`src/rtl/usb_bit_stuff_unit_pkg.sv`:
```
// usb_pkg
//   Shared types and constants for the USB bit stuffer/unstuffer slice.
//   stuff_state_t : IDLE / RUN / STUFF / CHECK state encoding
//   USB_RUN_LEN   : default number of consecutive 1s that trigger a stuff slot
package usb_pkg;

  typedef enum logic [1:0] {
    IDLE  = 2'd0,
    RUN   = 2'd1,
    STUFF = 2'd2,
    CHECK = 2'd3
  } stuff_state_t;

  localparam int USB_RUN_LEN = 6;

endpackage

```
`src/rtl/usb_bit_stuff_unit_if.sv`:
```
// usb_bit_stuff_unit_if
//   Serial bit-stream bundle between a bit source and the stuff unit.
//   Source -> unit : start, last, bit_in, hold_in, ack
//   Unit -> sink   : bit_out, stall, last_out, active, stuff_ok
//                    (+ err_count when USB_STUFF_ERR_CNT_EN is defined)
//   master modport : the side driving the bit stream (testbench / encoder)
//   slave modport  : the stuff unit itself
interface usb_bit_stuff_unit_if
`ifdef USB_STUFF_ERR_CNT_EN
  #(parameter int ERR_CNT_W = 8)
`endif
  ;

  logic start;
  logic last;
  logic bit_in;
  logic hold_in;
  logic ack;
  logic bit_out;
  logic stall;
  logic last_out;
  logic active;
  logic stuff_ok;
`ifdef USB_STUFF_ERR_CNT_EN
  logic [ERR_CNT_W-1:0] err_count;

  modport master (
    output start, last, bit_in, hold_in, ack,
    input  bit_out, stall, last_out, active, stuff_ok, err_count
  );

  modport slave (
    input  start, last, bit_in, hold_in, ack,
    output bit_out, stall, last_out, active, stuff_ok, err_count
  );
`else
  modport master (
    output start, last, bit_in, hold_in, ack,
    input  bit_out, stall, last_out, active, stuff_ok
  );

  modport slave (
    input  start, last, bit_in, hold_in, ack,
    output bit_out, stall, last_out, active, stuff_ok
  );
`endif

endinterface

```
`src/rtl/usb_bit_stuff_unit_run_counter.sv`:
```
// usb_run_counter
//   Counts consecutive 1s of the bit stream.
//   clk, rst : clock, asynchronous active-high reset
//   inc      : an accepted 1 this cycle
//   clr      : restart the count (combined with inc the count restarts at 1)
//   hold     : freeze the count
//   run_done : the 1 accepted this cycle completes a run of RUN_LEN
module usb_run_counter
  import usb_pkg::*;
#(
  parameter int RUN_LEN = USB_RUN_LEN
) (
  input  logic clk,
  input  logic rst,
  input  logic inc,
  input  logic clr,
  input  logic hold,
  output logic run_done
);

  localparam int CNT_W = $clog2(RUN_LEN + 1);

  logic [CNT_W-1:0] count_q;
  logic [CNT_W-1:0] count_d;

  // Clear takes effect before the increment so that clr+inc loads 1.
  always_comb begin
    count_d = clr ? '0 : count_q;
    if (inc) begin
      count_d = count_d + CNT_W'(1);
    end
  end

  assign run_done = inc & (count_d == CNT_W'(RUN_LEN));

  // Count register, frozen while downstream holds.
  always_ff @(posedge clk or posedge rst) begin
    if (rst) begin
      count_q <= '0;
    end else if (!hold) begin
      count_q <= count_d;
    end
  end

endmodule

```
`src/rtl/usb_bit_stuff_unit.sv`:
```
// usb_bit_stuff_unit
//   Parametrised USB bit stuffer (UNSTUFF=0, send path) / unstuffer and
//   stuff checker (UNSTUFF=1, receive path).
//   clk, rst : clock, asynchronous active-high reset
//   bus      : usb_bit_stuff_unit_if.slave
//              in : start, last, bit_in, hold_in, ack
//              out: bit_out, stall, last_out, active, stuff_ok
//   Optional feature macro USB_STUFF_ERR_CNT_EN adds bus.err_count, a
//   saturating count of stuff violations cleared only by rst.
module usb_bit_stuff_unit
  import usb_pkg::*;
#(
  parameter int RUN_LEN = USB_RUN_LEN,
  parameter bit UNSTUFF = 1'b0
`ifdef USB_STUFF_ERR_CNT_EN
  ,
  parameter int ERR_CNT_W = 8
`endif
) (
  input logic clk,
  input logic rst,
  usb_bit_stuff_unit_if.slave bus
);

  stuff_state_t state_q, state_d;

  logic bit_out_q, bit_out_d;
  logic last_out_q, last_out_d;
  logic active_q, active_d;
  logic stuff_ok_q, stuff_ok_d;
  logic stall_q, stall_d;
  logic last_pend_q, last_pend_d;

  logic take;
  logic data_take;
  logic check_take;
  logic violation;
  logic run_inc;
  logic run_clr;
  logic run_done;

  // STUFF never samples the input; in CHECK the sampled bit is the stuff slot
  // unless start restarts the packet.
  assign take       = ~bus.hold_in & (state_q != STUFF);
  assign data_take  = take & (bus.start | (state_q == RUN));
  assign check_take = take & ~bus.start & (state_q == CHECK);
  assign violation  = check_take & bus.bit_in;

  assign run_inc = (data_take | check_take) & bus.bit_in;
  assign run_clr = (data_take & (bus.start | ~bus.bit_in)) | check_take
                 | (state_q == STUFF);

  usb_run_counter #(
    .RUN_LEN (RUN_LEN)
  ) u_run_counter (
    .clk      (clk),
    .rst      (rst),
    .inc      (run_inc),
    .clr      (run_clr),
    .hold     (bus.hold_in),
    .run_done (run_done)
  );

  // State register; the whole unit freezes while downstream holds.
  always_ff @(posedge clk or posedge rst) begin
    if (rst) begin
      state_q <= IDLE;
    end else if (!bus.hold_in) begin
      state_q <= state_d;
    end
  end

  // Next state. On the receive path a run completed by the last bit ends the
  // packet, because no stuff slot will follow it.
  always_comb begin
    state_d = state_q;
    if (data_take) begin
      if (run_done && !(UNSTUFF && bus.last)) begin
        state_d = UNSTUFF ? CHECK : STUFF;
      end else begin
        state_d = bus.last ? IDLE : RUN;
      end
    end else if (check_take) begin
      state_d = bus.last ? IDLE : RUN;
    end else if (state_q == STUFF) begin
      state_d = last_pend_q ? IDLE : RUN;
    end
  end

  // Output/datapath next values. On the send path a last bit that completes
  // a run is parked in last_pend so last_out travels with the trailing 0.
  always_comb begin
    bit_out_d   = bit_out_q;
    last_out_d  = 1'b0;
    stall_d     = 1'b0;
    stuff_ok_d  = stuff_ok_q;
    last_pend_d = last_pend_q;
    active_d    = active_q;
    if (last_out_q) begin
      active_d = 1'b0;
    end
    if (bus.ack) begin
      stuff_ok_d = 1'b1;
    end
    if (take && bus.start) begin
      stuff_ok_d = 1'b1;
      active_d   = 1'b1;
    end
    if (data_take) begin
      bit_out_d   = bus.bit_in;
      last_pend_d = bus.last & run_done & ~UNSTUFF;
      last_out_d  = bus.last & ~(run_done & ~UNSTUFF);
    end else if (check_take) begin
      stall_d    = 1'b1;
      last_out_d = bus.last;
      if (violation) begin
        stuff_ok_d = 1'b0;
      end
    end else if (state_q == STUFF) begin
      bit_out_d   = 1'b0;
      last_out_d  = last_pend_q;
      last_pend_d = 1'b0;
    end
  end

  // Output and bookkeeping registers.
  always_ff @(posedge clk or posedge rst) begin
    if (rst) begin
      bit_out_q   <= 1'b0;
      last_out_q  <= 1'b0;
      active_q    <= 1'b0;
      stuff_ok_q  <= 1'b1;
      stall_q     <= 1'b0;
      last_pend_q <= 1'b0;
    end else if (!bus.hold_in) begin
      bit_out_q   <= bit_out_d;
      last_out_q  <= last_out_d;
      active_q    <= active_d;
      stuff_ok_q  <= stuff_ok_d;
      stall_q     <= stall_d;
      last_pend_q <= last_pend_d;
    end
  end

  assign bus.bit_out  = bit_out_q;
  assign bus.last_out = last_out_q;
  assign bus.active   = active_q;
  assign bus.stuff_ok = stuff_ok_q;
  assign bus.stall    = UNSTUFF ? stall_q : ((state_q == STUFF) | bus.hold_in);

`ifdef USB_STUFF_ERR_CNT_EN
  logic [ERR_CNT_W-1:0] err_count_q, err_count_d;

  // Saturating violation counter, survives start and ack.
  always_comb begin
    err_count_d = err_count_q;
    if (violation && (err_count_q != {ERR_CNT_W{1'b1}})) begin
      err_count_d = err_count_q + ERR_CNT_W'(1);
    end
  end

  // Violation counter register.
  always_ff @(posedge clk or posedge rst) begin
    if (rst) begin
      err_count_q <= '0;
    end else begin
      err_count_q <= err_count_d;
    end
  end

  assign bus.err_count = err_count_q;
`endif

endmodule
```
`src/flat_wrapper.sv`:
```
// flat-port wrapper written by rule: the top's interface ports become plain ports
module usb_bit_stuff_unit_flat import usb_pkg::*;
#(
  parameter int RUN_LEN = USB_RUN_LEN,
  parameter bit UNSTUFF = 1'b0

)
  (clk, rst, bus_start, bus_last, bus_bit_in, bus_hold_in, bus_ack, bus_bit_out, bus_stall, bus_last_out, bus_active, bus_stuff_ok);
  usb_bit_stuff_unit_if bus_i ();
  input logic clk;
  input logic rst;
  input wire logic [$bits(bus_i.start)-1:0] bus_start;
  input wire logic [$bits(bus_i.last)-1:0] bus_last;
  input wire logic [$bits(bus_i.bit_in)-1:0] bus_bit_in;
  input wire logic [$bits(bus_i.hold_in)-1:0] bus_hold_in;
  input wire logic [$bits(bus_i.ack)-1:0] bus_ack;
  output wire logic [$bits(bus_i.bit_out)-1:0] bus_bit_out;
  output wire logic [$bits(bus_i.stall)-1:0] bus_stall;
  output wire logic [$bits(bus_i.last_out)-1:0] bus_last_out;
  output wire logic [$bits(bus_i.active)-1:0] bus_active;
  output wire logic [$bits(bus_i.stuff_ok)-1:0] bus_stuff_ok;
  assign bus_i.start = bus_start;
  assign bus_i.last = bus_last;
  assign bus_i.bit_in = bus_bit_in;
  assign bus_i.hold_in = bus_hold_in;
  assign bus_i.ack = bus_ack;
  assign bus_bit_out = bus_i.bit_out;
  assign bus_stall = bus_i.stall;
  assign bus_last_out = bus_i.last_out;
  assign bus_active = bus_i.active;
  assign bus_stuff_ok = bus_i.stuff_ok;
  usb_bit_stuff_unit #(.RUN_LEN(RUN_LEN), .UNSTUFF(UNSTUFF)) u_core (.clk(clk), .rst(rst), .bus(bus_i));
endmodule
```
`config.mk`:
```
export PLATFORM = sky130hd
export DESIGN_NAME = usb_bit_stuff_unit_flat
export DESIGN_NICKNAME = d
export VERILOG_FILES = /design/src/rtl/usb_bit_stuff_unit_pkg.sv /design/src/rtl/usb_bit_stuff_unit_if.sv /design/src/rtl/usb_bit_stuff_unit_run_counter.sv /design/src/rtl/usb_bit_stuff_unit.sv /design/src/flat_wrapper.sv
export SDC_FILE = /design/constraint.sdc
export NUM_CORES = 1
export LEC_CHECK = 0
export BUFFER_PORTS_ARGS = -buffer_cell sky130_fd_sc_hd__buf_4
export CAP_MARGIN = 20
export CORE_MARGIN = 4
export CORE_UTILIZATION = 50
export DETAILED_ROUTE_END_ITERATION = 10
export GPL_ROUTABILITY_DRIVEN = 1
export GPL_TIMING_DRIVEN = 0
export PLACE_DENSITY = 0.83
export SETUP_SLACK_MARGIN = 0.4
export SLEW_MARGIN = 0
export SYNTH_ARGS = -nofsm -noshare
export SYNTH_HDL_FRONTEND = slang
export SYNTH_HIERARCHICAL = 1
export SYNTH_SLANG_ARGS = --single-unit
```
`constraint.sdc`:
```
create_clock -name clk -period 2.62 [get_ports clk]
set_input_delay 0.131 -clock clk [delete_from_list [all_inputs] [get_ports clk]]
set_output_delay 0.131 -clock clk [all_outputs]
set_load 0.03 [all_outputs]
```
After elaboration in Yosys (flattened, before gate mapping)
Index checks and enable logic that the tools add are counted.
{ "word_totals": {"in_bits": 7, "register_bits": 10} }
{ "op_classes": {"n_reduce_logical": 7, "eq_ne": 6, "muxes": 22, "n_addsub": 1, "bitwise_logic": 20} }
{ "op_table": {"columns": ["cell", "count"], "rows": [
  ["1-bit two-way mux", 16],
  ["1-bit bitwise AND", 10],
  ["2-bit two-way mux", 4],
  ["3-bit two-way mux", 2],
  ["1-bit OR", 6],
  ["2-bit equality test, second input constant", 2],
  ["1-bit NOT", 4],
  ["2-bit AND reduction", 2],
  ["2-bit nonzero test", 2],
  ["3-bit by 1-bit adder with 3-bit output, second input constant", 1],
  ["3-bit equality test, second input constant", 1],
  ["3-bit AND reduction", 1],
  ["3-bit nonzero test", 1],
  ["2-bit by 1-bit equality test with 1-bit output, second input constant", 1],
  ["2-bit by 1-bit != test with 1-bit output, second input constant", 1],
  ["2-bit != test, second input constant", 1],
  ["1-bit logical AND", 1]
]} }

Longest topological paths before layout
Gate-level depths: netlist of the first run.
{ "logic_depth": {"ltp_word": 14, "ltp_mapped": 11} }

Modules after synthesis
Netlist of the first run, hierarchy kept.
{ "modules_own_cells": {"columns": ["module", "cells_each", "instances", "area_each_um2"], "rows": [
  ["usb_bit_stuff_unit", 53, 1, 496.7],
  ["usb_run_counter", 22, 1, 200.2]
]} }

Worst setup path after synthesis of the first run
Ideal clock, no wire load.
{ "synth_path": {"path_type": "register -> register", "start": "reg u_core.state_q[0]", "end": "reg u_core.state_q[0]", "arrival_ps": 2107, "setup_slack_ps": 387, "period_less_slack_ps": 2233, "path_buffers": 1, "path_stages_with_launch": 12, "path_cell_list": "dfrtp_1 > buf_6 > inv_2 > o21ai_0 > a22o_1 > and2b_2 > ha_1 > xnor2_1 > nor3b_1 > o21bai_1 > a21oi_1 > a211oi_2"} }
{ "synth_via": {"elab_chain_cells": 13, "elab_cells_between_ends": 24} }
{ "synth_lines": {"columns": ["element", "line_no", "rtl"], "rows": [
  ["from (decl)", "usb_bit_stuff_unit.sv:25", "stuff_state_t state_q, state_d;"],
  ["from (signal assigned)", "usb_bit_stuff_unit.sv:69", "state_q <= state_d;"],
  ["2-bit != test or 2-bit by 1-bit equality test with 1-bit output (tied branches)", "usb_bit_stuff_unit.sv:44, usb_bit_stuff_unit.sv:45", null],
  ["1-bit bitwise AND or 1-bit OR (tied branches)", "usb_bit_stuff_unit.sv:44, usb_bit_stuff_unit.sv:45", null],
  ["1-bit bitwise AND (on tied branches)", "usb_bit_stuff_unit.sv:45, usb_bit_stuff_unit.sv:46", null],
  ["1-bit bitwise AND (on tied branches)", "usb_bit_stuff_unit.sv:50, usb_bit_stuff_unit.sv:46", null],
  ["1-bit OR", "usb_bit_stuff_unit.sv:50", "assign run_clr = (data_take & (bus.start | ~bus.bit_in)) | check_take"],
  ["1-bit OR (*)", "usb_bit_stuff_unit.sv:51", "| (state_q == STUFF);"],
  ["named net u_core.run_clr", "usb_bit_stuff_unit.sv:39", "logic run_clr;"],
  ["3-bit two-way mux (*)", "usb_bit_stuff_unit_run_counter.sv:28", "count_d = clr ? '0 : count_q;"],
  ["3-bit by 1-bit adder with 3-bit output", "usb_bit_stuff_unit_run_counter.sv:30", "count_d = count_d + CNT_W'(1);"],
  ["3-bit two-way mux (*)", "usb_bit_stuff_unit_run_counter.sv:29", "if (inc) begin"],
  ["3-bit equality test (*)", "usb_bit_stuff_unit_run_counter.sv:34", "assign run_done = inc & (count_d == CNT_W'(RUN_LEN));"],
  ["1-bit bitwise AND (*)", "usb_bit_stuff_unit_run_counter.sv:34", null],
  ["named net u_core.run_done", "usb_bit_stuff_unit.sv:40", "logic run_done;"],
  ["2-bit two-way mux (*)", "usb_bit_stuff_unit.sv:78", "if (run_done && !(UNSTUFF && bus.last)) begin"],
  ["2-bit two-way mux (*)", "usb_bit_stuff_unit.sv:77", "if (data_take) begin"]
]} }
Mark *: on every way through the listed nets, which the timed path passes. The rest lies on a longest branch.
A chain may end at the register's enable or synchronous reset.

Final worst setup path of the first run
Ends and elaborated chain as after synthesis.

==> qor.yml, run 1 <==
avgViaCountPerCell: 5.88
cp-start-kind: "flop"
crit_fanout: 4
grt_pass1_vias: 610
finClkSkew_ns: 0.000436
antenna_found_initial: 0
synth_top_family_by_area: "compound AO/OA/AOI/OAI gates"
drc: 0
cp-end-kind: "flop"
crit_required_ns: 2.78
grt_start_max_net_pins: 11
pwr-share-seq_pct: 34.7
die-width_um: 45.3
antenna_left: 0
max_stage_delay_ns: 0.39
wl_per_cell_um: 15.6
clock_power_share_pct: 27.4
hold_violations: 0
syn_inst: 75
p_comb_share_pct: 37.9
gp_congestion: 0.827
post-route-period-util_pct: 83.9
place_ws_ns: 0.233
fin_area_sq_um: 993
num_antenna_cells: 0
start_util_pct: 53.6
cts.sinks: 10
period_needed_ns: 2.20
yosys.area_share.simple_pct: 20.5
power.density_nw_per_um2: 533
yosysTopAreaCell: "dfrtp_1"
cts_max_level: 1
crit_chain: "buf_6 -> buf_6 -> nand2_2 -> a22o_1 -> and2b_2 -> ha_4 -> xnor2_4 -> nor3b_4 -> o21bai_1 -> a21oi_1 -> a211oi_2"
relSlewSlack_pct: 60.4
synth_edf_count: 0
place_area_sq_um: 796
path_clk_slew_ns: 0.07
synthTopCellsByArea: "dfrtp_1, a21oi_1, dfstp_2, o21ai_0, buf_6"
fin_setup_tns_ns: 0
intPower_uw: 360
area_delta_synth_final_pct: 42.5
core_sq_um: 1300
synth_xor_area_share_pct: 2.51
multiInputGateArea_sq_um: 444
seq_area_sq_um: 251
totalWireLength_mm: 1.82
async_flop_share_pct: 100
outcome: "completed"
leakage_uw: 0.000467
clock_latency_ns: 0.27
p_switching_uw: 169
synthDistinctLibCells: 37
rsz0062_at_grt: "yes"
syn_area_sq_um: 697
cts_buffer_depth: 2
nNetsFinal: 111
switching_share_pct: 32.0
tightest_slew_ns: 0.594
cts-root-buf: "clkbuf_4"
worst_ir_drop_vdd_mv: 0.354
synth_compound_area_share_pct: 30.3
syn_area_per_cell_sq_um: 9.29
synth_adder_area_share_pct: 1.80
firstDrtPassIters: 4
critPathKind: "flop to flop"
setup_viol: 0
cap_violations: 0
synth_common_cells: "dfrtp_1, a21oi_1, inv_1"
arrival_ns: 2.36
ios: 12
grt_remaining_overflow: 0
grt.total_usage_pct: 18.3
synthFlopType: "dfrtp_1"
drv_slew: 0
fillers: 89
synth.most_common_cell: "dfrtp_1"
die_y_um: 45.3
synthMuxAreaShare_pct: 0
ys_seq_area_share_pct: 36.1
grt_pass1_wl_mm: 2.77
cp_common_cell: "buf_6"
numCtsBuffers: 3
drive_gt1_share_pct: 47.1
ys_seq_elements: 10
vias: 688
crit_slowest_cell: "dfrtp_1"
hold_path.class: "input pin to flop"
dieArea_sq_um: 2060
synth_top_area_share_pct: 32.3
core.rowCount: 13
synthesis.nets: 83
drt_iter0_markers: 55
cts_tree: "yes"
fin_ws_ns: 0.421
dp_hpwl_mm: 1.12
fmax_ghz: 0.455
io_buffers: 10
ys_warn_count: 6
-- critical path: cells and delay by family (launching register included) --
| kind | cells | cell delay [ns] |
|---|---|---|
| AND/OR/NAND/NOR | 3 | 0.56 |
| AO/OA/AOI/OAI | 4 | 0.55 |
| flip-flops | 1 | 0.39 |
| buffers and inverters | 2 | 0.25 |
| adder cells (fa/ha/maj) | 1 | 0.18 |
| XOR/XNOR | 1 | 0.14 |
-- kinds of logic (layout without fill, tap and decap cells) --
| group | after synthesis | in the layout |
|---|---|---|
| DFF | 10 | 10 |
| and+or+nand+nor | 22 | 22 |
| xor gates and xnor gates | 2 | 2 |
| AOI/OAI and AO/OA | 29 | 29 |
| adders and majority gates | 1 | 1 |
| buffers and inverters | 11 | 38 |
-- metrics by stage --
stage	utilization (%)	std cells	hold slack (ns)	total power [uW]
CTS	68.9	110	0.120	477
floorplan	-	75	-0.115	280
finish	76.3	117	0.125	530
global placement	61.2	100	0.0228	312
detailed placement	61.2	100	0.0324	318
global route	76.3	117	0.125	557
-- repair_timing --
action | in CTS | in global routing
endpoints found under the setup margin | 2 | 4
gates resized for setup | 3 | 10
hold endpoints to repair | 9 | 0
pin swaps | 4 | 8
hold buffers | 1 | 0
setup buffers | 5 | 7
-- path summary, 6_finish.rpt --
path,slack (ns),startpoint,cells past startpoint,endpoint
setup / recovery,0.42,u_core/state_q[0]$_DFFE_PP0P_,11,u_core/state_q[0]$_DFFE_PP0P_
hold / removal,0.12,bus_hold_in,2,u_core/u_run_counter/count_q[1]$_DFFE_PP0N_
setup reg to reg,0.42,u_core/state_q[0]$_DFFE_PP0P_,11,u_core/state_q[0]$_DFFE_PP0P_
hold reg to reg,0.51,u_core/bus.bit_out$_DFFE_PP0P_,1,u_core/bus.bit_out$_DFFE_PP0P_
max in group asynchronous,1.98,rst,3,u_core/bus.stuff_ok$_DFFE_PP1N_
min in group asynchronous,0.30,rst,3,u_core/u_run_counter/count_q[0]$_DFFE_PP0N_
-- registers in the layout, summed over array words and instances, names as in the netlist --
signal,count
u_core/bus.active,1
u_core/bus.bit_out,1
u_core/bus.last_out,1
u_core/bus.stuff_ok,1
u_core/last_pend_q,1
u_core/state_q,2
u_core/u_run_counter/count_q,3
-- final cells by class --
type	count	area share [%]
Buffer	4	3.53
Sequential cell	10	25.3
Timing Repair Buffer	23	18.0
Multi-Input combinational cell	54	44.7
Clock buffer	4	3.65
Tap cell	15	1.89
Inverter	7	2.90
-- cells in the final DEF (no fill, tap or decap), types with 3 or more instances in the layout --
master | synthesis | final
buf_6 | 2 | 3
buf_4 | 1 | 22
inv_1 | 6 | 6
o21ai_1 | 3 | 3
o21ai_0 | 5 | 4
clkbuf_4 | 0 | 3
a21oi_1 | 6 | 5
nor2_1 | 3 | 3
dfrtp_1 | 9 | 9
-- power groups by stage --
stage | logic, uW | clock network [uW] | registers, uW
floorplan | 81.9 | 0 | 198
global placement | 127 | 0 | 185
detailed placement | 132 | 0 | 186
CTS | 149 | 144 | 183
global route | 217 | 154 | 186
finish | 201 | 145 | 184
-- metal layers --
metal	vias to the layer above	GRT usage, %	wire length (um)
met5	-	0	0
met4	0	5.26	17
met3	2	3.98	138
met2	32	30.8	848
met1	330	23.2	818
li1	324	-	-
Power figures use the tool's default switching activity.
==> run 2, diff against run 1 <==
==> constraint.sdc (replaced) <==
create_clock -name clk -period 2.3 [get_ports clk]
set_input_delay 0.115 -clock clk [delete_from_list [all_inputs] [get_ports clk]]
set_output_delay 0.115 -clock clk [all_outputs]
set_load 0.03 [all_outputs]
==> qor.yml, run 2 (synthesized netlist as in run 1, its figures left out) <==
fmax_ghz: 0.467  # was 0.455 GHz
wl_per_cell_um: 15.6  # about the same
firstDrtPassIters: 4  # unchanged
mostFrequentLayoutCell: "buf_4"  # unchanged
cp-end-kind: "flop"  # unchanged
r2r-start: "u_core/state_q[0]$_DFFE_PP0P_"  # unchanged
arrival_ns: 2.30  # was 2.36 ns
crit_slowest_cell: "dfrtp_1"  # unchanged
critPathKind: "flop to flop"  # unchanged
fin_setup_tns_ns: 0  # unchanged
fillers: 89  # unchanged
hold_violations: 0  # unchanged
die_y_um: 45.3  # unchanged
relSlewSlack_pct: 60.7  # was 60.4%
grt_pass1_vias: 668  # was 610
start_util_pct: 53.6  # unchanged
crit_chain: "buf_6 -> inv_4 -> o21ai_2 -> a22o_1 -> and2b_2 -> ha_4 -> nand2_4 -> nor3b_4 -> o21bai_1 -> o22ai_1 -> a211oi_2"  # was buf_6 -> buf_6 -> nand2_2 -> a22o_1 -> and2b_2 -> ha_4 -> xnor2_4 -> nor3b_4 -> o21bai_1 -> a21oi_1 -> a211oi_2
cp-start-kind: "flop"  # unchanged
hold_path.class: "input pin to flop"  # unchanged
core_sq_um: 1300  # unchanged
core.rowCount: 13  # unchanged
dp_hpwl_mm: 1.08  # was 1.12 mm
power.density_nw_per_um2: 572  # was 533 nW/um^2
hp-start: "bus_hold_in"  # unchanged
vias: 710  # was 688
reg2regPathDepth: 11  # unchanged
num_antenna_cells: 0  # unchanged
p_switching_uw: 187  # was 169 uW
largest_reg_flops: 3  # unchanged
ios: 12  # unchanged
layout_common_cells: "buf_4, dfrtp_1, inv_1"  # unchanged
cts_buffer_depth: 2  # unchanged
finClkSkew_ns: 0.0105  # was 0.000436 ns
path_clk_slew_ns: 0.08  # was 0.07 ns
dp_cells: 100  # unchanged
r2r-end: "u_core/state_q[0]$_DFFE_PP0P_"  # unchanged
drive_gt1_share_pct: 45.6  # was 47.1%
numCtsBuffers: 3  # unchanged
setup_viol: 0  # unchanged
crit_required_ns: 2.46  # was 2.78 ns
period_needed_ns: 2.14  # was 2.20 ns
worstSetupStartpoint: "u_core/state_q[0]$_DFFE_PP0P_"  # unchanged
grt.total_usage_pct: 20.9  # was 18.3%
top_regs: "u_core/u_run_counter/count_q x3, u_core/state_q x2"  # unchanged
grt_pass1_wl_mm: 3.07  # was 2.77 mm
drt_iter0_markers: 28  # was 55
crit_end: "u_core/state_q[0]$_DFFE_PP0P_"  # unchanged
max_stage_delay_ns: 0.36  # was 0.39 ns
clock_latency_ns: 0.27  # about the same
nNetsFinal: 112  # was 111
cts-root-buf: "clkbuf_4"  # unchanged
avgViaCountPerCell: 6.02  # was 5.88
antenna_found_initial: 0  # unchanged
fin_area_sq_um: 985  # was 993 sq um
intPower_uw: 375  # was 360 uW
tightest_slew_ns: 0.589  # was 0.594 ns
io_buffers: 10  # unchanged
regToRegSetupSlack_ns: 0.16  # was 0.42 ns
clock_power_share_pct: 23.7  # was 27.4%
cts_tree: "yes"  # unchanged
gp_congestion: 0.811  # was 0.827
cts.sinks: 10  # unchanged
p_comb_share_pct: 39.1  # was 37.9%
die-width_um: 45.3  # unchanged
drc: 0  # unchanged
leakage_uw: 0.000466  # was 0.000467 uW
switching_share_pct: 33.3  # was 32.0%
regMostFlops: "u_core/u_run_counter/count_q"  # unchanged
area_delta_synth_final_pct: 41.3  # was 42.5%
rsz0062_at_grt: "yes"  # unchanged
outcome: "completed"  # unchanged
place_area_sq_um: 817  # was 796 sq um
stdcell_count: 118  # was 117
grt_remaining_overflow: 0  # unchanged
cap_violations: 0  # unchanged
drv_slew: 0  # unchanged
totalWireLength_mm: 1.84  # was 1.82 mm
cts_max_level: 1  # unchanged
worst_ir_drop_vdd_mv: 0.407  # was 0.354 mV
post-route-period-util_pct: 93.0  # was 83.9%
grt_start_max_net_pins: 11  # unchanged
antenna_left: 0  # unchanged
pwr-share-seq_pct: 37.2  # was 34.7%
dieArea_sq_um: 2060  # unchanged
hold_ws_ns: 0.109  # was 0.125 ns
crit_fanout: 4  # unchanged
final_util_pct: 75.7  # was 76.3%
[run 2: final cells by class]
type                    instances  area, sq um  area share (%)
well taps                      15         18.8            1.91
repair buffers                 24          183            18.6
inverters                       7         28.8            2.92
flip-flops and latches         10          251            25.5
clock buffers                   4         26.3            2.67
plain buffers                   4         35.0            3.56
multi-input cells              54          442            44.9
[run 2: timing repair]
item | in CTS | in global routing
endpoints found under the setup margin | 4 | 5
pin swaps | 7 | 4
setup buffers | 12 | 1
hold buffers | 1 | 0
resized for setup | 4 | 1
endpoints found under the hold margin | 9 | 0
[run 2: routing by layer]
layer	global-route usage, %	wire length [um]
met1	28.3	830
met2	31.1	804
met3	4.78	167
met4	10.5	40
met5	0	0
[run 2: how the worst min path moves through the flow]
stage                                                              to  slack, ns  depth (start not counted)
after floorplan           u_core/u_run_counter/count_q[0]$_DFFE_PP0N_      -0.13                          1
after global routing      u_core/u_run_counter/count_q[1]$_DFFE_PP0N_       0.13                          2
final                     u_core/u_run_counter/count_q[1]$_DFFE_PP0N_       0.11                          2
after global placement    u_core/u_run_counter/count_q[0]$_DFFE_PP0N_      0.009                          2
after detailed placement  u_core/u_run_counter/count_q[0]$_DFFE_PP0N_       0.01                          2
after CTS                 u_core/u_run_counter/count_q[1]$_DFFE_PP0N_        0.1                          2
[run 2: worst max-delay path: cells and delay by family, from the launching register on]
kind / cells / cell delay (ns)
compound gates: 5 / 0.63
fa+ha+maj: 1 / 0.28
buf+inv: 2 / 0.17
flops: 1 / 0.36
simple gates: 3 / 0.59
[run 2: stage by stage]
stage / power (uW) / setup slack [ns]
2_1_floorplan: 331 / 0.233
3_3_place_gp: 368 / 0.0354
3_5_place_dp: 374 / 0.0104
4_1_cts: 552 / 0.253
5_1_grt: 596 / 0.0282
6_report: 563 / 0.160
[run 2: power groups by stage]
stage	logic, uW	clock network [uW]	registers (uW)
after floorplan	105	0	225
after global placement	158	0	210
after detailed placement	162	0	212
after CTS	209	134	209
after global routing	236	149	212
final	220	133	209
